===== config.mk =====
export PLATFORM = sky130hd
export DESIGN_NAME = lzc_ctrl_flat
export DESIGN_NICKNAME = d
export VERILOG_FILES = /design/src/rtl/lzc_ctrl_pkg.sv /design/src/rtl/lzc_ctrl_if.sv /design/src/rtl/lzc_chunk.sv /design/src/rtl/lzc_ctrl.sv /design/src/flat_wrapper.sv
export SDC_FILE = /design/constraint.sdc
export NUM_CORES = 1
export LEC_CHECK = 0
export ABC_AREA = 1
export CORE_MARGIN = 2
export CORE_UTILIZATION = 47
export DETAILED_ROUTE_END_ITERATION = 16
export PLACE_DENSITY = 0.83
export SLEW_MARGIN = 20
export SYNTH_ARGS = -nofsm -noshare
export SYNTH_HDL_FRONTEND = slang
export SYNTH_SLANG_ARGS = --single-unit

===== constraint.sdc =====
create_clock -name clk -period 1.6 [get_ports clk]
set_input_delay 0.32 -clock clk [delete_from_list [all_inputs] [get_ports clk]]
set_output_delay 0.32 -clock clk [all_outputs]
set_load 0.05 [all_outputs]

===== src/rtl/lzc_ctrl_pkg.sv =====
// Shared types and sizing helpers for the multi-cycle leading-zero counter.
// Optional feature macro: LZC_CTRL_NORM_EN (normalized operand output).
package lzc_ctrl_pkg;

   typedef enum logic [1:0] {StIdle, StScan, StDone} state_e;

   localparam int unsigned DefChunk = 4;

   // Leading-zero count of one chunk at the default chunk width.
   typedef logic [$clog2(DefChunk)-1:0] chunk_cnt_t;

   function automatic int unsigned cw_of(int unsigned w);
      return $clog2(w + 1);
   endfunction

   function automatic int unsigned nch_of(int unsigned w, int unsigned chunk);
      return w / chunk;
   endfunction

endpackage


===== src/rtl/lzc_ctrl_if.sv =====
// Operand/result handshake bundle for lzc_ctrl.
// Optional feature macro: LZC_CTRL_NORM_EN adds out_norm.
interface lzc_ctrl_if #(
   parameter int unsigned W = 32
);
   import lzc_ctrl_pkg::*;

   localparam int unsigned CW = cw_of(W);

   logic          in_valid;
   logic          in_ready;
   logic [W-1:0]  in_data;
   logic          flush;
   logic          out_valid;
   logic          out_ready;
   logic [CW-1:0] out_count;
   logic          out_zero;
`ifdef LZC_CTRL_NORM_EN
   logic [W-1:0]  out_norm;
`endif

   modport master (
      output in_valid, in_data, flush, out_ready,
`ifdef LZC_CTRL_NORM_EN
      input  out_norm,
`endif
      input  in_ready, out_valid, out_count, out_zero
   );

   modport slave (
      input  in_valid, in_data, flush, out_ready,
`ifdef LZC_CTRL_NORM_EN
      output out_norm,
`endif
      output in_ready, out_valid, out_count, out_zero
   );

endinterface


===== src/rtl/lzc_chunk.sv =====
// Combinational leading-zero count of one CHUNK-bit slice, with all-zero flag.
module lzc_chunk #(
   parameter int unsigned CHUNK = 4
) (
   input  logic [CHUNK-1:0]         chunk_i,
   output logic [$clog2(CHUNK)-1:0] cnt_o,
   output logic                     zero_o
);
   import lzc_ctrl_pkg::*;

   localparam int unsigned CCW = $clog2(CHUNK);

   always_comb begin
      cnt_o  = '0;
      zero_o = 1'b1;
      // First set bit from the MSB wins.
      for (int i = 0; i < CHUNK; i++) begin
         if (zero_o && chunk_i[CHUNK-1-i]) begin
            cnt_o  = CCW'(i);
            zero_o = 1'b0;
         end
      end
   end

endmodule


===== src/rtl/lzc_ctrl.sv =====
// Multi-cycle leading-zero counter: scans the operand MSB-first, CHUNK bits per cycle.
// Optional feature macro: LZC_CTRL_NORM_EN (registered normalized operand on out_norm).
module lzc_ctrl #(
   parameter int unsigned W     = 32,
   parameter int unsigned CHUNK = 4
) (
   input  logic     clk,
   input  logic     rst_n,
   lzc_ctrl_if.slave bus
);
   import lzc_ctrl_pkg::*;

   localparam int unsigned CW  = cw_of(W);
   localparam int unsigned NCH = nch_of(W, CHUNK);
   localparam int unsigned IW  = (NCH > 1) ? $clog2(NCH) : 1;
   localparam int unsigned CCW = $clog2(CHUNK);

   state_e        state_q;
   logic [W-1:0]  shreg_q;
   logic [IW-1:0] idx_q;
   logic [CW-1:0] count_q;
   logic          zero_q;
`ifdef LZC_CTRL_NORM_EN
   logic [W-1:0]  norm_q;
`endif

   logic [CCW-1:0] chunk_cnt;
   logic           chunk_zero;

   lzc_chunk #(
      .CHUNK (CHUNK)
   ) u_chunk (
      .chunk_i (shreg_q[W-1 -: CHUNK]),
      .cnt_o   (chunk_cnt),
      .zero_o  (chunk_zero)
   );

   always_ff @(posedge clk or negedge rst_n) begin
      if (!rst_n) begin
         state_q <= StIdle;
         shreg_q <= '0;
         idx_q   <= '0;
         count_q <= '0;
         zero_q  <= 1'b0;
`ifdef LZC_CTRL_NORM_EN
         norm_q  <= '0;
`endif
      end else if (bus.flush) begin
         // Abort wins over everything, including acceptance in IDLE.
         state_q <= StIdle;
      end else begin
         unique case (state_q)
            StIdle: begin
               if (bus.in_valid) begin
                  shreg_q <= bus.in_data;
                  count_q <= '0;
                  idx_q   <= '0;
                  state_q <= StScan;
               end
            end
            StScan: begin
               if (chunk_zero) begin
                  if (idx_q == IW'(NCH - 1)) begin
                     count_q <= CW'(W);
                     zero_q  <= 1'b1;
`ifdef LZC_CTRL_NORM_EN
                     norm_q  <= '0;
`endif
                     state_q <= StDone;
                  end else begin
                     count_q <= count_q + CW'(CHUNK);
                     shreg_q <= shreg_q << CHUNK;
                     idx_q   <= idx_q + IW'(1);
                  end
               end else begin
                  count_q <= count_q + CW'(chunk_cnt);
                  zero_q  <= 1'b0;
`ifdef LZC_CTRL_NORM_EN
                  // shreg already dropped the leading zero chunks.
                  norm_q  <= shreg_q << chunk_cnt;
`endif
                  state_q <= StDone;
               end
            end
            StDone: begin
               if (bus.out_ready) state_q <= StIdle;
            end
            default: state_q <= StIdle;
         endcase
      end
   end

   assign bus.in_ready  = (state_q == StIdle);
   assign bus.out_valid = (state_q == StDone);
   assign bus.out_count = count_q;
   assign bus.out_zero  = zero_q;
`ifdef LZC_CTRL_NORM_EN
   assign bus.out_norm  = norm_q;
`endif

endmodule

===== src/flat_wrapper.sv =====
// flat-port wrapper written by rule: the top's interface ports become plain ports
module lzc_ctrl_flat import lzc_ctrl_pkg::*;
#(
   parameter int unsigned W     = 32,
   parameter int unsigned CHUNK = 4
)
  (clk, rst_n, bus_in_valid, bus_in_data, bus_flush, bus_out_ready, bus_in_ready, bus_out_valid, bus_out_count, bus_out_zero);
  lzc_ctrl_if #(.W(W)) bus_i ();
  input  logic clk;
  input  logic rst_n;
  input wire logic [$bits(bus_i.in_valid)-1:0] bus_in_valid;
  input wire logic [$bits(bus_i.in_data)-1:0] bus_in_data;
  input wire logic [$bits(bus_i.flush)-1:0] bus_flush;
  input wire logic [$bits(bus_i.out_ready)-1:0] bus_out_ready;
  output wire logic [$bits(bus_i.in_ready)-1:0] bus_in_ready;
  output wire logic [$bits(bus_i.out_valid)-1:0] bus_out_valid;
  output wire logic [$bits(bus_i.out_count)-1:0] bus_out_count;
  output wire logic [$bits(bus_i.out_zero)-1:0] bus_out_zero;
  assign bus_i.in_valid = bus_in_valid;
  assign bus_i.in_data = bus_in_data;
  assign bus_i.flush = bus_flush;
  assign bus_i.out_ready = bus_out_ready;
  assign bus_in_ready = bus_i.in_ready;
  assign bus_out_valid = bus_i.out_valid;
  assign bus_out_count = bus_i.out_count;
  assign bus_out_zero = bus_i.out_zero;
  lzc_ctrl #(.W(W), .CHUNK(CHUNK)) u_core (.clk(clk), .rst_n(rst_n), .bus(bus_i));
endmodule

== Word level (Yosys, flattened, before mapping) ==
Cells that the tools add are included.

* Register bits after elaboration: 44
* Bits in latches: 0
* Bits in writable memories: 0
* ROM bits: 0
* Input port bits: 37
* Output and inout bits: 9
* Logic and storage cells: 55
* Memories kept: 0

* $add $sub $neg: 3
* Multiply operators: 0
* Div/mod/pow operators: 0
* Order comparisons: 0
* Equal/unequal tests: 10
* Shift operators: 0
* Multiplexer cells: 27
* Bitwise gates (word level): 1
* Reduce and logical (&&, ||, !) cells: 9

{| class="wikitable"
|+ Operators by type and width
! kind !! number
|-
| $mux W32 || 3
|-
| $pmux W32 S2 || 1
|-
| $mux W6 || 3
|-
| $mux W2 || 7
|-
| $pmux W6 S2 || 1
|-
| $mux W3 || 3
|-
| $reduce_and A3 Y1 || 3
|-
| $mux W1 || 7
|-
| $add A6 B2 Y6 || 1
|-
| $add A6 B3 Y6 const B || 1
|-
| $ne A2 B2 Y1 const B || 3
|-
| $ne A3 B3 Y1 const B || 2
|-
| $pmux W2 S3 || 1
|-
| $pmux W3 S2 || 1
|-
| $reduce_and A5 Y1 || 1
|-
| $ne A4 B4 Y1 const B || 1
|-
| $add A3 B1 Y3 const B || 1
|-
| $eq A3 B3 Y1 const B || 1
|-
| $logic_and A1 B1 Y1 || 3
|-
| $eq A2 B1 Y1 const B || 1
|-
| $eq A2 B2 Y1 const B || 1
|-
| $logic_not A2 Y1 || 1
|-
| $ne A2 B1 Y1 const B || 1
|-
| $reduce_bool A2 Y1 || 1
|-
| $not A1 Y1 || 1
|}

== Depth between registers and ports, before layout ==
Gate-level depths: netlist (run 1).

* Depth after elaboration: 10
* Mapped depth: 14
* Gate-level depth less buffers: 14

== By module ==
Synthesis (run 1) repeated with hierarchy kept, for this count alone.

* Cells, all modules: 352
* Area total of the unflattened synthesis: 2,508.7 um^2

{| class="wikitable"
|+ By module, submodules not included
! module !! instances !! cells each !! area each (um^2) !! seq. area each (um^2)
|-
| lzc_ctrl || 1 || 342 || 2,453.6 || 1,101.1
|-
| lzc_chunk || 1 || 10 || 55.1 || 0.0
|}

== Worst setup path after synthesis (run 1) ==
OpenSTA, ideal clock, no wires.

* Kind: reg-to-reg
* Start: reg u_core.count_q[0], in the netlist u_core.bus.out_count[0]
* End: reg u_core.count_q[4], in the netlist u_core.bus.out_count[4]
* Setup time: 0.118 ns
* Arrival: 1.722 ns
* Required time: 1.482 ns
* Slack: -0.240 ns
* Stages on the path, launching flop included: 12
* Path buffers: 0
* Period minus slack after synthesis: 1.840 ns
* Path through: dfrtp_1 > ha_1 > inv_1 > fa_1 > inv_1 > nand2_1 > nand2_1 > nand2_1 > nand2_1 > nand2_1 > nand3_1 > nand2_1

* Longest elaborated chain between the ends: 4
* Elaborated cells between the ends (all ways): 5
* Classes of those cells: add/sub: 2; mux: 3

{| class="wikitable"
|+ RTL lines
! what !! line !! RTL
|-
| start, declared || lzc_ctrl.sv:21 || <nowiki>logic [CW-1:0] count_q;</nowiki>
|-
| start signal, assigned || lzc_ctrl.sv:64 || <nowiki>count_q <= CW'(W);</nowiki>
|-
| start signal, assigned || lzc_ctrl.sv:71 || <nowiki>count_q <= count_q + CW'(CHUNK);</nowiki>
|-
| start signal, assigned || lzc_ctrl.sv:76 || <nowiki>count_q <= count_q + CW'(chunk_cnt);</nowiki>
|-
| $add A6 B3 Y6 || lzc_ctrl.sv:71 ||
|-
| $mux W6 || lzc_ctrl.sv:63 || <nowiki>if (idx_q == IW'(NCH - 1)) begin</nowiki>
|-
| $mux W6 (*) || lzc_ctrl.sv:62 || <nowiki>if (chunk_zero) begin</nowiki>
|-
| $pmux W6 S2 (*) || lzc_ctrl.sv:52 || <nowiki>unique case (state_q)</nowiki>
|}

Mark *: on every way between the ends. The rest lies on a longest branch, timed or not.
A chain may end at the register's enable or synchronous reset.

== Worst setup path in the final report (run 1) ==
* Start: reg u_core.shreg_q[29]
* End: reg u_core.count_q[4], in the netlist u_core.bus.out_count[4]

* Longest elaborated chain between the ends: 7
* Elaborated cells between the ends (all ways): 9
* Classes of those cells: add/sub: 1; mux: 6; reduce/logical: 2

{| class="wikitable"
|+ RTL lines
! what !! line !! RTL
|-
| start, declared || lzc_ctrl.sv:19 || <nowiki>logic [W-1:0] shreg_q;</nowiki>
|-
| start signal, assigned || lzc_ctrl.sv:55 || <nowiki>shreg_q <= bus.in_data;</nowiki>
|-
| start signal, assigned || lzc_ctrl.sv:72 || <nowiki>shreg_q <= shreg_q << CHUNK;</nowiki>
|-
| $logic_and A1 B1 Y1 (*) || lzc_chunk.sv:18 || <nowiki>if (zero_o && chunk_i[CHUNK-1-i]) begin</nowiki>
|-
| $mux W1 || lzc_chunk.sv:18 ||
|-
| $logic_and A1 B1 Y1 || lzc_chunk.sv:18 ||
|-
| $mux W2 || lzc_chunk.sv:18 ||
|-
| $add A6 B2 Y6 || lzc_ctrl.sv:76 ||
|-
| $mux W6 (*) || lzc_ctrl.sv:62 ||
|-
| $pmux W6 S2 (*) || lzc_ctrl.sv:52 ||
|}

Marked as above.

==> results.txt, run 1 <==
----------------------------------------------------
[Run status]
  Outcome ... finished with violations
  Violated checks ... negative setup slack

[Synthesis]
  Complex-gate fraction of the synthesized area ... 0.0153
  Post-synthesis register bit count ... 44
  Xor/xnor cell area share of the yosys netlist ... 0
  Number of library cell types mapped by synthesis ... 23
  Cell type with the largest total area after synthesis ... sky130_fd_sc_hd__dfrtp_1
  Simple-gate share of the synthesized area ... 0.427
  Post-synth net total ... around 400
  Top area cells in the synthesized netlist ... sky130_fd_sc_hd__dfrtp_1, sky130_fd_sc_hd__nand2_1, sky130_fd_sc_hd__nand3_1, sky130_fd_sc_hd__inv_1, sky130_fd_sc_hd__ha_1
  Largest family of logic cells by synthesized area ... simple AND/OR/NAND/NOR gates
  Cell count after synthesis ... between 300 and 400
  Ys Warns ... 0
  Sequential share of the synthesized area ... 0.449
  Synthesized-area fraction occupied by adder cells ... 0.0337
  Mapped Area ... 2450 µm²
  Share of cell area taken by muxes after synthesis ... 0
  Top cell type's share of synthesized area ... 0.449
  Mean Syn Cell Area ... 6.84 µm²

[Finish]
  Fin area ... 3340 µm²
  Fraction of final layout cells sized beyond drive strength 1 ... 0.160
  Layout net count ... roughly 470
  Commonest cells after routing, fill and taps aside ... sky130_fd_sc_hd__nand2_1, sky130_fd_sc_hd__dfrtp_1, sky130_fd_sc_hd__clkdlybuf4s50_1, sky130_fd_sc_hd__buf_4, sky130_fd_sc_hd__nand3_1
  Most common library cell in the layout ignoring fill and taps ... sky130_fd_sc_hd__nand2_1
  # diodes ... 0
  Growth of design area from synthesis to finish ... 36.3%
  Post-layout utilization of the core ... 0.658

[Clock network]
  CTS H-tree depth ... 2
  TritonCTS clock tree ... built
  Cell at the root of the clock tree ... sky130_fd_sc_hd__clkbuf_8
  Clk sinks ... 44
  Clock buffer count from CTS ... 5
  Bufs on Longest Clock Path ... 2
  Clock Latency Late Sink ... 310 ps
  Clock-pin transition on the worst setup and hold timing paths ... approximately 90 ps

[GRT]
  Number of antenna violations at the first check in global routing ... 0
  Largest net degree at the start of global routing ... 31
  GRT Resource Usage Total ... 0.207
  Global route total overflow ... 0
  Number of global-route vias before repair ... 2236
  Global-route wire length before repair ... approximately 9800 µm

[Detailed routing]
  Wire length per cell ... 11.5 µm
  Final wirelength ... 5660 µm
  Number of routed nets with antenna violations ... 0
  Number of vias in the routed layout ... 2399
  Average vias per placed instance ... 4.86
  # DRC ... 0
  Initial drt markers ... 204
  Pre-Repair DR Iteration Count ... 4

[Floorplanning]
  Core Footprint ... 5070 µm²
  Starting density of the core ... 0.483
  Die Wd ... 76.2 µm
  Height of the chip ... 76.2 µm
  Std-Cell Rows ... 26
  Number of ports placed on the die boundary ... 46
  Full die area ... 5810 µm²

[STA]
  Final Max Slew Viols ... 0
  Relative max-transition margin ... 0.704
  Final worst-path cycle share ... 1.10
  Final critical-path setup slack ... -158 ps
  Setup Viol. Count Final ... 4
  Total count of hold-check failures in the final report ... 0
  Slew at the pin closest to its max-slew limit ... 443 ps
  Worst-case clock skew ... 8.40 ps
  Clock period minus final worst setup slack ... about 1800 ps
  Max Freq ... approximately 570 MHz
  RSZ-0062 raised after global routing ... true

[Critical path]
  Critical Path Sink Type ... register
  Arrival time of the worst setup path ... 1960 ps
  Data required time of the worst path ... 1800 ps
  Worst Setup Start Kind ... register
  Biggest fanout along the worst timing path ... 3
  Kind of critical path ... register to register

[Pwr]
  Power consumption ... about 5500 µW
  Share of power burned in the clock network ... 0.168
  Internal power summed over all cells ... 3200 µW
  Part of the power in registers ... 0.347
  Proportion of total power due to net switching ... 0.415
  Net load switching power ... 2270 µW
  Peak VDD IR ... a little over 700 µV
  Total power divided by cell area ... about 1600 nW/µm²
  Comb pwr share ... 0.485
  Leakage dissipation ... approximately 0.0018 µW

[Place]
  Final weighted congestion of routability-driven global placement ... 0.860
  Placed cell areas ... approximately 3200 µm²
  Worst Setup Slack post-DPL ... -172 ps
  DP HPWL ... roughly 4000 µm
  Buffers on Ports ... 45

[Flow run]
  Maxcap violations ... 0

[Worst hold path]
  Kind of path behind the tightest hold check ... input pin to async pin

----------------------------------------------------
-- worst max-delay path: stages, from the launching register on --
cell and delay, ps:
sky130_fd_sc_hd__dfrtp_1 410, sky130_fd_sc_hd__inv_2 70, sky130_fd_sc_hd__nand2_2 50, sky130_fd_sc_hd__a21oi_2 120, sky130_fd_sc_hd__ha_2 190, sky130_fd_sc_hd__inv_2 40, sky130_fd_sc_hd__fa_2 330, sky130_fd_sc_hd__inv_2 80
sky130_fd_sc_hd__nand2_1 50, sky130_fd_sc_hd__nand2_1 60, sky130_fd_sc_hd__nand2_1 50, sky130_fd_sc_hd__nand2_1 50, sky130_fd_sc_hd__nand2_1 60, sky130_fd_sc_hd__nand3_1 60, sky130_fd_sc_hd__nand2_1 50
-- cell type report --
| class | instances | area (µm²) |
|---|---|---|
| clock inverters | 2 | 38.8 |
| repair buffers | 71 | 733 |
| well taps | 70 | 87.6 |
| fillers | 448 | 1740 |
| clock buffers | 6 | 82.6 |
| multi-input cells | 277 | 1190 |
| flip-flops and latches | 44 | 1100 |
| inverters | 24 | 97.6 |
-- per-layer routing --
metal  wire length [µm]  global-route usage  up-vias
met5                  0                   0        -
met4                113              0.0782        0
met3                295              0.0474       11
met2               2850               0.363       65
met1               2400               0.249     1115
li1                   -                   -     1208
-- synth_stat cells --
library cell,instances
sky130_fd_sc_hd__a21boi_0,1
sky130_fd_sc_hd__a21oi_1,1
sky130_fd_sc_hd__buf_2,5
sky130_fd_sc_hd__buf_4,1
sky130_fd_sc_hd__buf_6,4
sky130_fd_sc_hd__clkbuf_1,3
sky130_fd_sc_hd__dfrtp_1,44
sky130_fd_sc_hd__fa_1,1
sky130_fd_sc_hd__ha_1,5
sky130_fd_sc_hd__inv_1,20
sky130_fd_sc_hd__inv_2,3
sky130_fd_sc_hd__inv_4,1
sky130_fd_sc_hd__nand2_1,226
sky130_fd_sc_hd__nand2_2,2
sky130_fd_sc_hd__nand2_4,1
sky130_fd_sc_hd__nand3_1,18
sky130_fd_sc_hd__nand3_2,1
sky130_fd_sc_hd__nand4_1,1
sky130_fd_sc_hd__nor2_1,12
sky130_fd_sc_hd__nor2_2,2
sky130_fd_sc_hd__nor2_4,1
sky130_fd_sc_hd__o21ai_0,2
sky130_fd_sc_hd__o21ai_1,3
-- logic make-up (layout without fill, tap and decap cells) --
family	count (synthesis)	count (layout)
and+or+nand+nor	264	264
DFF	44	44
buffers and inverters	37	103
AOI/OAI and AO/OA	7	7
adders and majority gates	6	6
-- timing repair --
action,4_1_cts,5_1_grt
hold endpoints to repair,16,0
hold buffers,1,0
gates cloned,0,0
pin swaps,2,5
buffers inserted,1,1
setup endpoints to repair,34,41
gates resized for setup,5,6
-- path summary, 6_finish.rpt --
kind / start / endpoint / slack (ps) / cells past startpoint
worst max-delay path: u_core.shreg_q[29] / u_core.bus.out_count[4] / -160 / 14
worst min-delay path: rst_n / u_core.shreg_q[26] / 480 / 2
worst max register to register: u_core.shreg_q[29] / u_core.bus.out_count[4] / -160 / 14
worst min register to register: u_core.shreg_q[1] / u_core.shreg_q[1] / 480 / 2
max in group asynchronous: rst_n / u_core.state_q[0] / 600 / 3
min in group clk: u_core.shreg_q[1] / u_core.shreg_q[1] / 480 / 2
-- power by group through the flow --
| stage | registers, µW | logic, µW | clock network (µW) |
|---|---|---|---|
| 4_1_cts | 1890 | 2590 | 936 |
| 3_5_place_dp | 1900 | 2520 | 0 |
| 5_1_grt | 1960 | 2980 | 976 |
| 6_report | 1900 | 2650 | 919 |
| 2_1_floorplan | 2010 | 1470 | 0 |
| 3_3_place_gp | 1890 | 2450 | 0 |
-- per-stage QoR --
| stage | setup TNS, ps | hold slack (ps) | std cells |
|---|---|---|---|
| 4_1_cts | -350 | 483 | 493 |
| 6_report | -261 | 477 | 494 |
| 5_1_grt | -3590 | 505 | 494 |
| 3_3_place_gp | -253 | 279 | 483 |
| 3_5_place_dp | -826 | 285 | 483 |
| 2_1_floorplan | -151 | 24.4 | 358 |
-- flip-flops by register name (all words and copies together), names as in the netlist --
| name | count |
|---|---|
| u_core.shreg_q | 32 |
| u_core.bus.out_zero | 1 |
| u_core.state_q | 2 |
| u_core.bus.out_count | 6 |
| u_core.idx_q | 3 |
No activity file was read; power rests on OpenSTA's default activity.
==> run 2: changes to the inputs <==
--- a/config.mk
+++ b/config.mk
@@ -10,6 +10,7 @@
 export CORE_UTILIZATION = 47
 export DETAILED_ROUTE_END_ITERATION = 16
 export PLACE_DENSITY = 0.83
+export SKIP_LAST_GASP = 1
 export SLEW_MARGIN = 20
 export SYNTH_ARGS = -nofsm -noshare
 export SYNTH_HDL_FRONTEND = slang
==> results of run 2 <==
No change in the layout: final DEF, timing and power equal those of run 1.
==> run 3: changes to the inputs <==
--- a/config.mk
+++ b/config.mk
@@ -9,6 +9,7 @@
 export CORE_MARGIN = 2
 export CORE_UTILIZATION = 47
 export DETAILED_ROUTE_END_ITERATION = 16
+export MAX_ROUTING_LAYER = met4
 export PLACE_DENSITY = 0.83
 export SKIP_LAST_GASP = 1
 export SLEW_MARGIN = 20
==> results.txt, run 3 (synthesized netlist as in run 1, its figures left out) <==
----------------------------------------------------
[Detailed routing]
  Initial drt markers ... 200 (-2.0%)
  Final wirelength ... 5640 µm (-0.42%)
  Number of routed nets with antenna violations ... 0 (unchanged)
  Pre-Repair DR Iteration Count ... 4 (unchanged)
  Number of vias in the routed layout ... 2394 (-0.21%)
  Average vias per placed instance ... 4.85 (-0.21%)
  Wire length per cell ... 11.4 µm (-0.42%)
  # DRC ... 0 (unchanged)

[Finish]
  Post-layout utilization of the core ... 0.658 (unchanged)
  Number of flip-flops in the largest register ... 32 (unchanged)
  Commonest cells after routing, fill and taps aside ... sky130_fd_sc_hd__nand2_1, sky130_fd_sc_hd__dfrtp_1, sky130_fd_sc_hd__clkdlybuf4s50_1, sky130_fd_sc_hd__buf_4, sky130_fd_sc_hd__nand3_1
  Layout net count ... 466 (unchanged)
  Register name with the most flops ... u_core.shreg_q
  Growth of design area from synthesis to finish ... 36.3% (unchanged)
  Most common library cell in the layout ignoring fill and taps ... sky130_fd_sc_hd__nand2_1
  Fin area ... 3340 µm² (unchanged)
  # diodes ... 0 (unchanged)
  Fraction of final layout cells sized beyond drive strength 1 ... 0.160 (unchanged)

[Pwr]
  Total power divided by cell area ... 1640 nW/µm² (about the same)
  Internal power summed over all cells ... 3200 µW (about the same)
  Leakage dissipation ... 0.00182 µW (unchanged)
  Proportion of total power due to net switching ... 0.414 (-0.000538)
  Part of the power in registers ... 0.347 (about the same)
  Power consumption ... 5460 µW (about the same)
  Peak VDD IR ... 709 µV (-0.14%)
  Share of power burned in the clock network ... 0.167 (about the same)
  Net load switching power ... 2260 µW (-0.22%)
  Comb pwr share ... 0.486 (about the same)

[Clock network]
  Clock buffer count from CTS ... 5 (unchanged)
  Bufs on Longest Clock Path ... 2 (unchanged)
  Clk sinks ... 44 (unchanged)
  Clock-pin transition on the worst setup and hold timing paths ... 80 ps (about the same)
  Cell at the root of the clock tree ... sky130_fd_sc_hd__clkbuf_8
  Clock Latency Late Sink ... 310 ps (about the same)
  CTS H-tree depth ... 2 (unchanged)
  TritonCTS clock tree ... built

[Floorplanning]
  Full die area ... 5810 µm² (unchanged)
  Starting density of the core ... 0.483 (unchanged)
  Std-Cell Rows ... 26 (unchanged)
  Number of ports placed on the die boundary ... 46 (unchanged)
  Height of the chip ... 76.2 µm (unchanged)
  Core Footprint ... 5070 µm² (unchanged)
  Die Wd ... 76.2 µm (unchanged)

[GRT]
  Largest net degree at the start of global routing ... 31 (unchanged)
  Global route total overflow ... 0 (unchanged)
  Number of global-route vias before repair ... 2236 (unchanged)
  Number of antenna violations at the first check in global routing ... 0 (unchanged)
  Global-route wire length before repair ... 9760 µm (about the same)
  GRT Resource Usage Total ... 0.213 (+0.00599)

[STA]
  Relative max-transition margin ... 0.704 (about the same)
  Max Freq ... 569 MHz (about the same)
  Total count of hold-check failures in the final report ... 0 (unchanged)
  Clock period minus final worst setup slack ... 1760 ps (-0.296 ps)
  Final Max Slew Viols ... 0 (unchanged)
  Final TNS setup ... -266 ps (-5.00 ps)
  RSZ-0062 raised after global routing ... true
  Final critical-path setup slack ... -158 ps (+0.296 ps)
  Final worst-path cycle share ... 1.10 (about the same)
  Setup Viol. Count Final ... 4 (unchanged)
  Worst-case clock skew ... 7.10 ps (-1.29 ps)
  Slew at the pin closest to its max-slew limit ... 443 ps (-0.0134 ps)

[Critical path]
  Arrival time of the worst setup path ... 1960 ps (about the same)
  Worst Setup Start Kind ... register
  Data required time of the worst path ... 1800 ps (about the same)
  Crit-path leading delay family ... adder cells
  Cell mode on critical path ... sky130_fd_sc_hd__nand2_1
  Critical-path cell with the highest stage delay ... sky130_fd_sc_hd__dfrtp_1
  Critical Path Sink Type ... register
  Number of buffers and inverters on the critical path ... 3 (unchanged)
  Biggest fanout along the worst timing path ... 3 (unchanged)
  Crit path cell chain ... inv_2 > nand2_2 > a21oi_2 > ha_2 > inv_2 > fa_2 > inv_2 > nand2_1 > nand2_1 > nand2_1 > nand2_1 > nand2_1 > nand3_1 > nand2_1
  Kind of critical path ... register to register
  Max stage delay on crit path ... 410 ps (about the same)

[Flow run]
  Maxcap violations ... 0 (unchanged)

[Place]
  DP HPWL ... 4010 µm (unchanged)
  Final weighted congestion of routability-driven global placement ... 0.874 (+1.6%)
  Placed cell areas ... 3160 µm² (unchanged)
  Buffers on Ports ... 45 (unchanged)

[Run status]
  Outcome ... finished with violations
  Violated checks ... negative setup slack

[Worst hold path]
  Kind of path behind the tightest hold check ... register to register

----------------------------------------------------
run 3: cell counts in the layout (fill, tap and decap cells not counted):
Identical to the previous run, type by type.
run 3: metal layers:
layer | track usage | wire length, µm
met2 | 0.363 | 2790
met1 | 0.250 | 2410
met4 | 0.0782 | 112
met3 | 0.0474 | 324
met5 | - | 0
run 3: stage by stage:
| step | hold WS [ps] | setup WS, ps | cells |
|---|---|---|---|
| after CTS | 483 | -155 | 493 |
| after floorplan | 24.4 | -105 | 358 |
| after global placement | 279 | -94.5 | 483 |
| after global routing | 505 | -273 | 494 |
| final | 477 | -158 | 494 |
| after detailed placement | 285 | -172 | 483 |
run 3: final timing paths:
path,startpoint,depth (start not counted),to,slack [ps]
setup / recovery,u_core.shreg_q[29],14,u_core.bus.out_count[4],-160
hold / removal,u_core.shreg_q[1],2,u_core.shreg_q[1],480
setup reg to reg,u_core.shreg_q[29],14,u_core.bus.out_count[4],-160
hold reg to reg,u_core.shreg_q[1],2,u_core.shreg_q[1],480
max in group asynchronous,rst_n,3,u_core.shreg_q[0],610
min in group asynchronous,rst_n,2,u_core.shreg_q[26],490
run 3: power by group through the flow:
stage               combinational [µW]  sequential [µW]  clock (µW)
detailed placement                2520             1900           0
CTS                               2590             1890         936
floorplan                         1470             2010           0
global route                      2980             1960         976
global placement                  2450             1890           0
finish                            2650             1900         915
run 3: area by class of cell:
type	count	area [µm²]
Clock buffer	6	82.6
Clock inverter	2	38.8
Fill cell	448	1740
Inverter	24	97.6
Multi-Input combinational cell	277	1190
Sequential cell	44	1100
Tap cell	70	87.6
Timing Repair Buffer	71	733
run 3: worst min-delay path, cell delays in order, from the launching register on:
cell	delay, ps
sky130_fd_sc_hd__dfrtp_1	350
sky130_fd_sc_hd__nand2_1	50
sky130_fd_sc_hd__nand2_1	50
run 3: timing repair:
| action | in CTS | in global routing |
|---|---|---|
| hold buffers | 1 | 0 |
| pin swaps | 2 | 5 |
| setup endpoints to repair | 34 | 41 |
| resized for setup | 5 | 6 |
| hold endpoints to repair | 16 | 0 |
| setup buffers | 1 | 1 |
